===== config.mk =====
export PLATFORM = sky130hd
export DESIGN_NAME = mult_div_unit_flat
export DESIGN_NICKNAME = d
export VERILOG_FILES = /design/src/rtl/mdu_pkg.sv /design/src/rtl/mult_div_unit_if.sv /design/src/rtl/mdu_step.sv /design/src/rtl/mult_div_unit.sv /design/src/flat_wrapper.sv
export SDC_FILE = /design/constraint.sdc
export NUM_CORES = 1
export LEC_CHECK = 0
export BUFFER_PORTS_ARGS = -buffer_cell sky130_fd_sc_hd__buf_2
export CAP_MARGIN = 20
export CORE_MARGIN = 3
export CORE_UTILIZATION = 55
export DETAILED_ROUTE_END_ITERATION = 6
export HOLD_SLACK_MARGIN = 0.15
export PLACE_DENSITY_LB_ADDON = 0.25
export SYNTH_ARGS = -nofsm -noshare
export SYNTH_HDL_FRONTEND = slang
export SYNTH_HIERARCHICAL = 1
export SYNTH_SLANG_ARGS = --single-unit

===== constraint.sdc =====
create_clock -name Clk -period 14.8 [get_ports Clk]
set_input_delay 1.48 -clock Clk [delete_from_list [all_inputs] [get_ports Clk]]
set_output_delay 1.48 -clock Clk [all_outputs]
set_load 0.005 [all_outputs]

===== src/rtl/mdu_pkg.sv =====
// mdu_pkg: shared MdOp encodings, FSM states and iteration count for the multiply/divide unit
package mdu_pkg;
  typedef enum logic [1:0] {MD_MULT = 2'b00, MD_MULTU = 2'b01, MD_DIV = 2'b10, MD_DIVU = 2'b11} md_op_e;
  typedef enum logic [1:0] {S_IDLE, S_PREP, S_RUN, S_FIX} md_state_e;
  localparam int MD_ITERS = 32;
endpackage


===== src/rtl/mult_div_unit_if.sv =====
// mult_div_unit_if: Start/MdOp/A/B/HiWE/LoWE/WD requests in, Busy/Done/DivByZero/Hi/Lo results out
interface mult_div_unit_if import mdu_pkg::*; #(parameter int WIDTH = MD_ITERS) ();
  logic Start;
  md_op_e MdOp;
  logic [WIDTH-1:0] A;
  logic [WIDTH-1:0] B;
  logic HiWE;
  logic LoWE;
  logic [WIDTH-1:0] WD;
  logic Busy;
  logic Done;
  logic DivByZero;
  logic [WIDTH-1:0] Hi;
  logic [WIDTH-1:0] Lo;
  modport master (output Start, MdOp, A, B, HiWE, LoWE, WD, input Busy, Done, DivByZero, Hi, Lo);
  modport slave (input Start, MdOp, A, B, HiWE, LoWE, WD, output Busy, Done, DivByZero, Hi, Lo);
endinterface


===== src/rtl/mdu_step.sv =====
// mdu_step: one radix-2 shift-add multiply or restoring shift-subtract divide iteration
module mdu_step #(parameter int WIDTH = 32) (
  input  logic               is_div,
  input  logic [2*WIDTH-1:0] acc,
  input  logic [WIDTH-1:0]   operand,
  output logic [2*WIDTH-1:0] acc_next
);
  logic [WIDTH:0] sum;
  logic [WIDTH:0] rem;
  logic [WIDTH:0] diff;
  always_comb begin
    sum = {1'b0, acc[2*WIDTH-1:WIDTH]} + {1'b0, operand};
    rem = acc[2*WIDTH-1:WIDTH-1];
    diff = rem - {1'b0, operand};
    acc_next = is_div ? {diff[WIDTH] ? rem[WIDTH-1:0] : diff[WIDTH-1:0], acc[WIDTH-2:0], ~diff[WIDTH]}
                      : {acc[0] ? sum : {1'b0, acc[2*WIDTH-1:WIDTH]}, acc[WIDTH-1:1]};
  end
endmodule


===== src/rtl/mult_div_unit.sv =====
// mult_div_unit: iterative signed/unsigned multiply/divide with HI/LO registers and Start/Busy/Done handshake
module mult_div_unit import mdu_pkg::*; #(parameter int WIDTH = MD_ITERS) (
  input logic Clk,
  input logic Rst_n,
  mult_div_unit_if.slave bus
);
  localparam int CW = $clog2(WIDTH);
  md_state_e state_q, state_d;
  logic is_div_q, is_div_d, sa_q, sa_d, sb_q, sb_d;
  logic [WIDTH-1:0] mag_a_q, mag_a_d, mag_b_q, mag_b_d, hi_q, hi_d, lo_q, lo_d;
  logic [2*WIDTH-1:0] acc_q, acc_d, acc_step, full;
  logic [CW-1:0] cnt_q, cnt_d;
  logic done_q, done_d, dbz_q, dbz_d;
  logic accept, sgn, dz, idle, fix;
  logic [WIDTH-1:0] res_hi, res_lo;
  mdu_step #(.WIDTH(WIDTH)) u_step (
    .is_div(is_div_q),
    .acc(acc_q),
    .operand(is_div_q ? mag_b_q : mag_a_q),
    .acc_next(acc_step)
  );
  always_comb begin
    idle = state_q == S_IDLE;
    fix = state_q == S_FIX;
    accept = idle && bus.Start;
    sgn = bus.MdOp == MD_MULT || bus.MdOp == MD_DIV;
    dz = is_div_q && mag_b_q == '0;
    full = (sa_q ^ sb_q) ? -acc_q : acc_q;
    res_hi = dz ? (sa_q ? -mag_a_q : mag_a_q)
           : is_div_q ? (sa_q ? -acc_q[2*WIDTH-1:WIDTH] : acc_q[2*WIDTH-1:WIDTH])
           : full[2*WIDTH-1:WIDTH];
    res_lo = dz ? '1
           : is_div_q ? ((sa_q ^ sb_q) ? -acc_q[WIDTH-1:0] : acc_q[WIDTH-1:0])
           : full[WIDTH-1:0];
    state_d = idle ? (bus.Start ? S_PREP : S_IDLE)
            : state_q == S_PREP ? (dz ? S_FIX : S_RUN)
            : state_q == S_RUN ? (cnt_q == CW'(WIDTH-1) ? S_FIX : S_RUN)
            : S_IDLE;
    is_div_d = accept ? (bus.MdOp == MD_DIV || bus.MdOp == MD_DIVU) : is_div_q;
    sa_d = accept ? sgn & bus.A[WIDTH-1] : sa_q;
    sb_d = accept ? sgn & bus.B[WIDTH-1] : sb_q;
    mag_a_d = accept ? ((sgn & bus.A[WIDTH-1]) ? -bus.A : bus.A) : mag_a_q;
    mag_b_d = accept ? ((sgn & bus.B[WIDTH-1]) ? -bus.B : bus.B) : mag_b_q;
    acc_d = state_q == S_PREP ? {{WIDTH{1'b0}}, is_div_q ? mag_a_q : mag_b_q}
          : state_q == S_RUN ? acc_step : acc_q;
    cnt_d = state_q == S_PREP ? '0 : state_q == S_RUN ? cnt_q + 1'b1 : cnt_q;
    hi_d = fix ? res_hi : (idle && bus.HiWE) ? bus.WD : hi_q;
    lo_d = fix ? res_lo : (idle && bus.LoWE) ? bus.WD : lo_q;
    done_d = fix;
    dbz_d = fix ? dz : accept ? 1'b0 : dbz_q;
  end
  always_ff @(posedge Clk or negedge Rst_n) begin
    if (!Rst_n) begin
      state_q <= S_IDLE;
      is_div_q <= 1'b0;
      sa_q <= 1'b0;
      sb_q <= 1'b0;
      mag_a_q <= '0;
      mag_b_q <= '0;
      acc_q <= '0;
      cnt_q <= '0;
      hi_q <= '0;
      lo_q <= '0;
      done_q <= 1'b0;
      dbz_q <= 1'b0;
    end else begin
      state_q <= state_d;
      is_div_q <= is_div_d;
      sa_q <= sa_d;
      sb_q <= sb_d;
      mag_a_q <= mag_a_d;
      mag_b_q <= mag_b_d;
      acc_q <= acc_d;
      cnt_q <= cnt_d;
      hi_q <= hi_d;
      lo_q <= lo_d;
      done_q <= done_d;
      dbz_q <= dbz_d;
    end
  end
  assign bus.Busy = state_q != S_IDLE;
  assign bus.Done = done_q;
  assign bus.DivByZero = dbz_q;
  assign bus.Hi = hi_q;
  assign bus.Lo = lo_q;
endmodule


===== src/flat_wrapper.sv =====
// flat-port wrapper written by rule: the top's interface ports become plain ports
module mult_div_unit_flat import mdu_pkg::*;
#(parameter int WIDTH = MD_ITERS)
  (Clk, Rst_n, bus_Start, bus_MdOp, bus_A, bus_B, bus_HiWE, bus_LoWE, bus_WD, bus_Busy, bus_Done, bus_DivByZero, bus_Hi, bus_Lo);
  mult_div_unit_if #(.WIDTH(WIDTH)) bus_i ();
  input logic Clk;
  input logic Rst_n;
  input wire logic [$bits(bus_i.Start)-1:0] bus_Start;
  input wire logic [$bits(bus_i.MdOp)-1:0] bus_MdOp;
  input wire logic [$bits(bus_i.A)-1:0] bus_A;
  input wire logic [$bits(bus_i.B)-1:0] bus_B;
  input wire logic [$bits(bus_i.HiWE)-1:0] bus_HiWE;
  input wire logic [$bits(bus_i.LoWE)-1:0] bus_LoWE;
  input wire logic [$bits(bus_i.WD)-1:0] bus_WD;
  output wire logic [$bits(bus_i.Busy)-1:0] bus_Busy;
  output wire logic [$bits(bus_i.Done)-1:0] bus_Done;
  output wire logic [$bits(bus_i.DivByZero)-1:0] bus_DivByZero;
  output wire logic [$bits(bus_i.Hi)-1:0] bus_Hi;
  output wire logic [$bits(bus_i.Lo)-1:0] bus_Lo;
  assign bus_i.Start = bus_Start;
  assign bus_i.MdOp = bus_MdOp;
  assign bus_i.A = bus_A;
  assign bus_i.B = bus_B;
  assign bus_i.HiWE = bus_HiWE;
  assign bus_i.LoWE = bus_LoWE;
  assign bus_i.WD = bus_WD;
  assign bus_Busy = bus_i.Busy;
  assign bus_Done = bus_i.Done;
  assign bus_DivByZero = bus_i.DivByZero;
  assign bus_Hi = bus_i.Hi;
  assign bus_Lo = bus_i.Lo;
  mult_div_unit #(.WIDTH(WIDTH)) u_core (.Clk(Clk), .Rst_n(Rst_n), .bus(bus_i));
endmodule

==> flow_summary.json <==
{
  "critical_path_required_ns": 15.17,
  "grt_pass1_vias": 16700,
  "groute.layer.met1.usage": 0.529,
  "yosysSeqAreaShare": 0.283,
  "post-route-drc-count": 0,
  "wire_per_inst_um": 24.2,
  "fp-row-count": 65,
  "grt_pass1_wl_um": 101000,
  "synth.ff_latch_count": 204,
  "cts.clk_slew.worst_paths_ns": 0.06,
  "drt-total-wl_um": 66500,
  "ratio_of_cells_with_drive_above_1_in_the_final_layout": 0.162,
  "die_width_um": 187,
  "timing.critical_path.from_type": "flip-flop",
  "final.fill_count": 2906,
  "antenna_cells_inserted": 0,
  "route.antenna.remaining_nets": 0,
  "synth.distinct_cells": 83,
  "synth_top_area_frac": 0.283,
  "skew_ns": 0.0195,
  "postCtsSetupRepairBufs": 0,
  "drt_pre_antenna_iters": 7,
  "grt_remaining_overflow": 0,
  "viasPerCell": 6.60,
  "core-area_mm2": 0.0320,
  "critPathKind": "flip-flop to flip-flop",
  "flow.area_growth_from_synthesis_pct": 10.7,
  "cts_hold_buffers": 0,
  "detailed_placement_hpwl_um": 50600,
  "ys_top_cells_by_count": "dfrtp_1 (204), a21oi_1 (201), o21ai_0 (200), nand2_1 (188), nor2_1 (158)",
  "synthesis_warnings": 6,
  "cts.htree.levels": 1,
  "end_kind": "flip-flop",
  "synth.area.top_cells": "dfrtp_1 (28%), mux2_2 (6.5%), xnor2_1 (6.1%), a21oi_1 (5.6%), o21ai_0 (5.5%)",
  "clock_latency_ns": 0.54,
  "setup_violations": 0,
  "synthesis.area_mm2": 0.0181,
  "globalplace.congestion": 0.984,
  "critical_path.slowest_cell": "buf_4",
  "die_area_mm2": 0.0350,
  "io_pins": 170,
  "finalHoldViolCount": 0,
  "port_buffers": 169,
  "cts_tree": "yes",
  "synth_most_common_cell": "dfrtp_1",
  "final_nets": 2478,
  "grt_util_met3": 0.0620,
  "cts_root_cell": "clkbuf_16",
  "timing.slew.headroom": 0.298,
  "cap_violations": 0,
  "cts-root-to-sink-buffers": 3,
  "grt_use_total": 0.365,
  "die_y_um": 187,
  "layout_min_cycle_time_ns": 5.80,
  "maximum_number_of_pins_on_one_net_before_global_route_repair": 93,
  "synthDominantAreaCellType": "dfrtp_1",
  "gr-max-usage-layer": "met2",
  "clock_sinks": 204,
  "fmaxAchievable_ghz": 0.172,
  "setup_repair_after_global_routing_missed_its_margin": "no",
  "final.period_utilization": 0.392,
  "cts-buffers-inserted": 24,
  "antenna_found_initial": 1,
  "totalNegativeSetupSlack_ns": 0,
  "hold_class": "flip-flop to flip-flop",
  "number_of_synthesized_flops_with_an_enable_pin": 0,
  "vias_post_dr": 18100,
  "critical_path.max_fanout": 85,
  "timing.critical_path.cells": "buf_4 -> o21ai_0 -> ha_1 -> fa_1 -> a21oi_1 -> o221ai_1 -> o21ai_1 -> a31oi_1 -> a221oi_2 -> o21ai_1 -> a41oi_1 -> nor2b_1 -> o211ai_1 -> o311ai_1 -> nand3b_1 -> o21ai_0",
  "drt_iter0_drc": 2238,
  "cpPeakStageDelay_ns": 0.88,
  "synth-async-reset-ratio": 1.00,
  "mappedNetlistNets": 2395,
  "pre_cts_ws_ns": 8.97,
  "cts.repair.resized": 0,
  "outcome": "completed",
  "post-route-worst-setup-slack_ns": 9.00,
  "post_synth.cell_area_avg_um2": 8.15,
  "floorplan.initialDensity": 0.565,
  "syn_inst": 2215,
  "transition_time_at_the_pin_with_the_least_slew_margin_ns": 1.04,
  "ys_dominant_reg_cell": "dfrtp_1",
  "slew_viol_final": 0,
  "gr-usage-met2": 0.532,
  "worst-endpoint-arrival_ns": 6.17
}
-- metal layers --
metal,up-vias,part of all wire,routed length [µm]
met4,2,0.052,3440
met3,147,0.11,7530
met2,1162,0.41,27400
met1,8617,0.42,28000
li1,8207,-,-
met5,-,0.00020,13
-- cell type report --
| type | instances | area (µm²) | area share |
|---|---|---|---|
| clock buffer | 33 | 684 | 0.0342 |
| clock inverter | 7 | 150 | 0.00751 |
| inverter | 107 | 402 | 0.0201 |
| multi-input combinational | 1769 | 12000 | 0.602 |
| sequential | 204 | 5110 | 0.256 |
| tap | 435 | 544 | 0.0272 |
| timing repair buffer | 192 | 1070 | 0.0536 |
-- flip-flops by register name (all words and copies together) (netlist names), 2 cells and up --
register	cells
u_core/bus.Hi	32
u_core/mag_a_q	32
u_core/cnt_q	5
u_core/acc_q	64
u_core/mag_b_q	32
u_core/bus.Lo	32
u_core/state_q	2
-- cell families (layout without fill, tap and decap cells) --
logic type / Yosys count / in the layout / synth area share
and+or+nand+nor: 663 / 663 / 0.187
AOI/OAI and AO/OA: 654 / 654 / 0.223
buffers and inverters: 242 / 339 / 0.0527
DFF: 204 / 204 / 0.283
xor gates and xnor gates: 203 / 203 / 0.0985
muxes: 172 / 172 / 0.103
adders and majority gates: 77 / 77 / 0.0542
-- stage by stage --
| step | hold WS (ns) | area, µm² | std cells | utilization |
|---|---|---|---|---|
| finish | 0.515 | 20000 | 2747 | 0.625 |
| detailed placement | 0.506 | 19100 | 2704 | 0.597 |
| CTS | 0.519 | 19900 | 2744 | 0.623 |
| global route | 0.533 | 20000 | 2747 | 0.625 |
| floorplan | 0.474 | 18100 | 2215 | - |
| global placement | 0.488 | 19100 | 2704 | 0.597 |
-- path summary, 6_finish.rpt --
kind | endpoint | depth (start not counted) | slack [ns] | startpoint
worst max-delay path | u_core/acc_q[63] | 16 | 9.00 | u_core/is_div_q
worst min-delay path | u_core/cnt_q[2] | 2 | 0.52 | u_core/cnt_q[2]
worst max register to register | u_core/acc_q[63] | 16 | 9.00 | u_core/is_div_q
worst min register to register | u_core/cnt_q[2] | 2 | 0.52 | u_core/cnt_q[2]
max in group asynchronous | u_core/is_div_q | 2 | 12.46 | Rst_n
min in group asynchronous | u_core/bus.Hi[18] | 1 | 0.91 | Rst_n
-- cells in the final DEF (no fill, tap or decap), types with 20 or more instances in the layout --
master,instances
nand2_1,187
a211oi_1,38
mux2i_1,68
dfrtp_1,203
nand3_1,56
a21oi_1,201
a31oi_1,20
clkbuf_16,24
buf_2,168
xnor2_1,126
buf_4,20
ha_1,72
nor2_1,157
nor2b_1,22
o31ai_1,25
o21ai_0,200
mux2_2,104
inv_1,106
and3_1,26
nor4_1,27
xor2_1,77
nand3b_1,36
a21o_1,22
nor3_1,30
or3_1,21
-- critical path, delay by kind of cell (launching register included) --
kind	cells	cell delay, ns
compound gates	11	2.98
buf+inv	1	0.88
flops	1	0.80
fa+ha+maj	2	0.73
simple gates	2	0.21
Power is left out: the tool's default activity adds up to more than one toggle a clock period on the data nets, which glitch-free logic cannot reach.
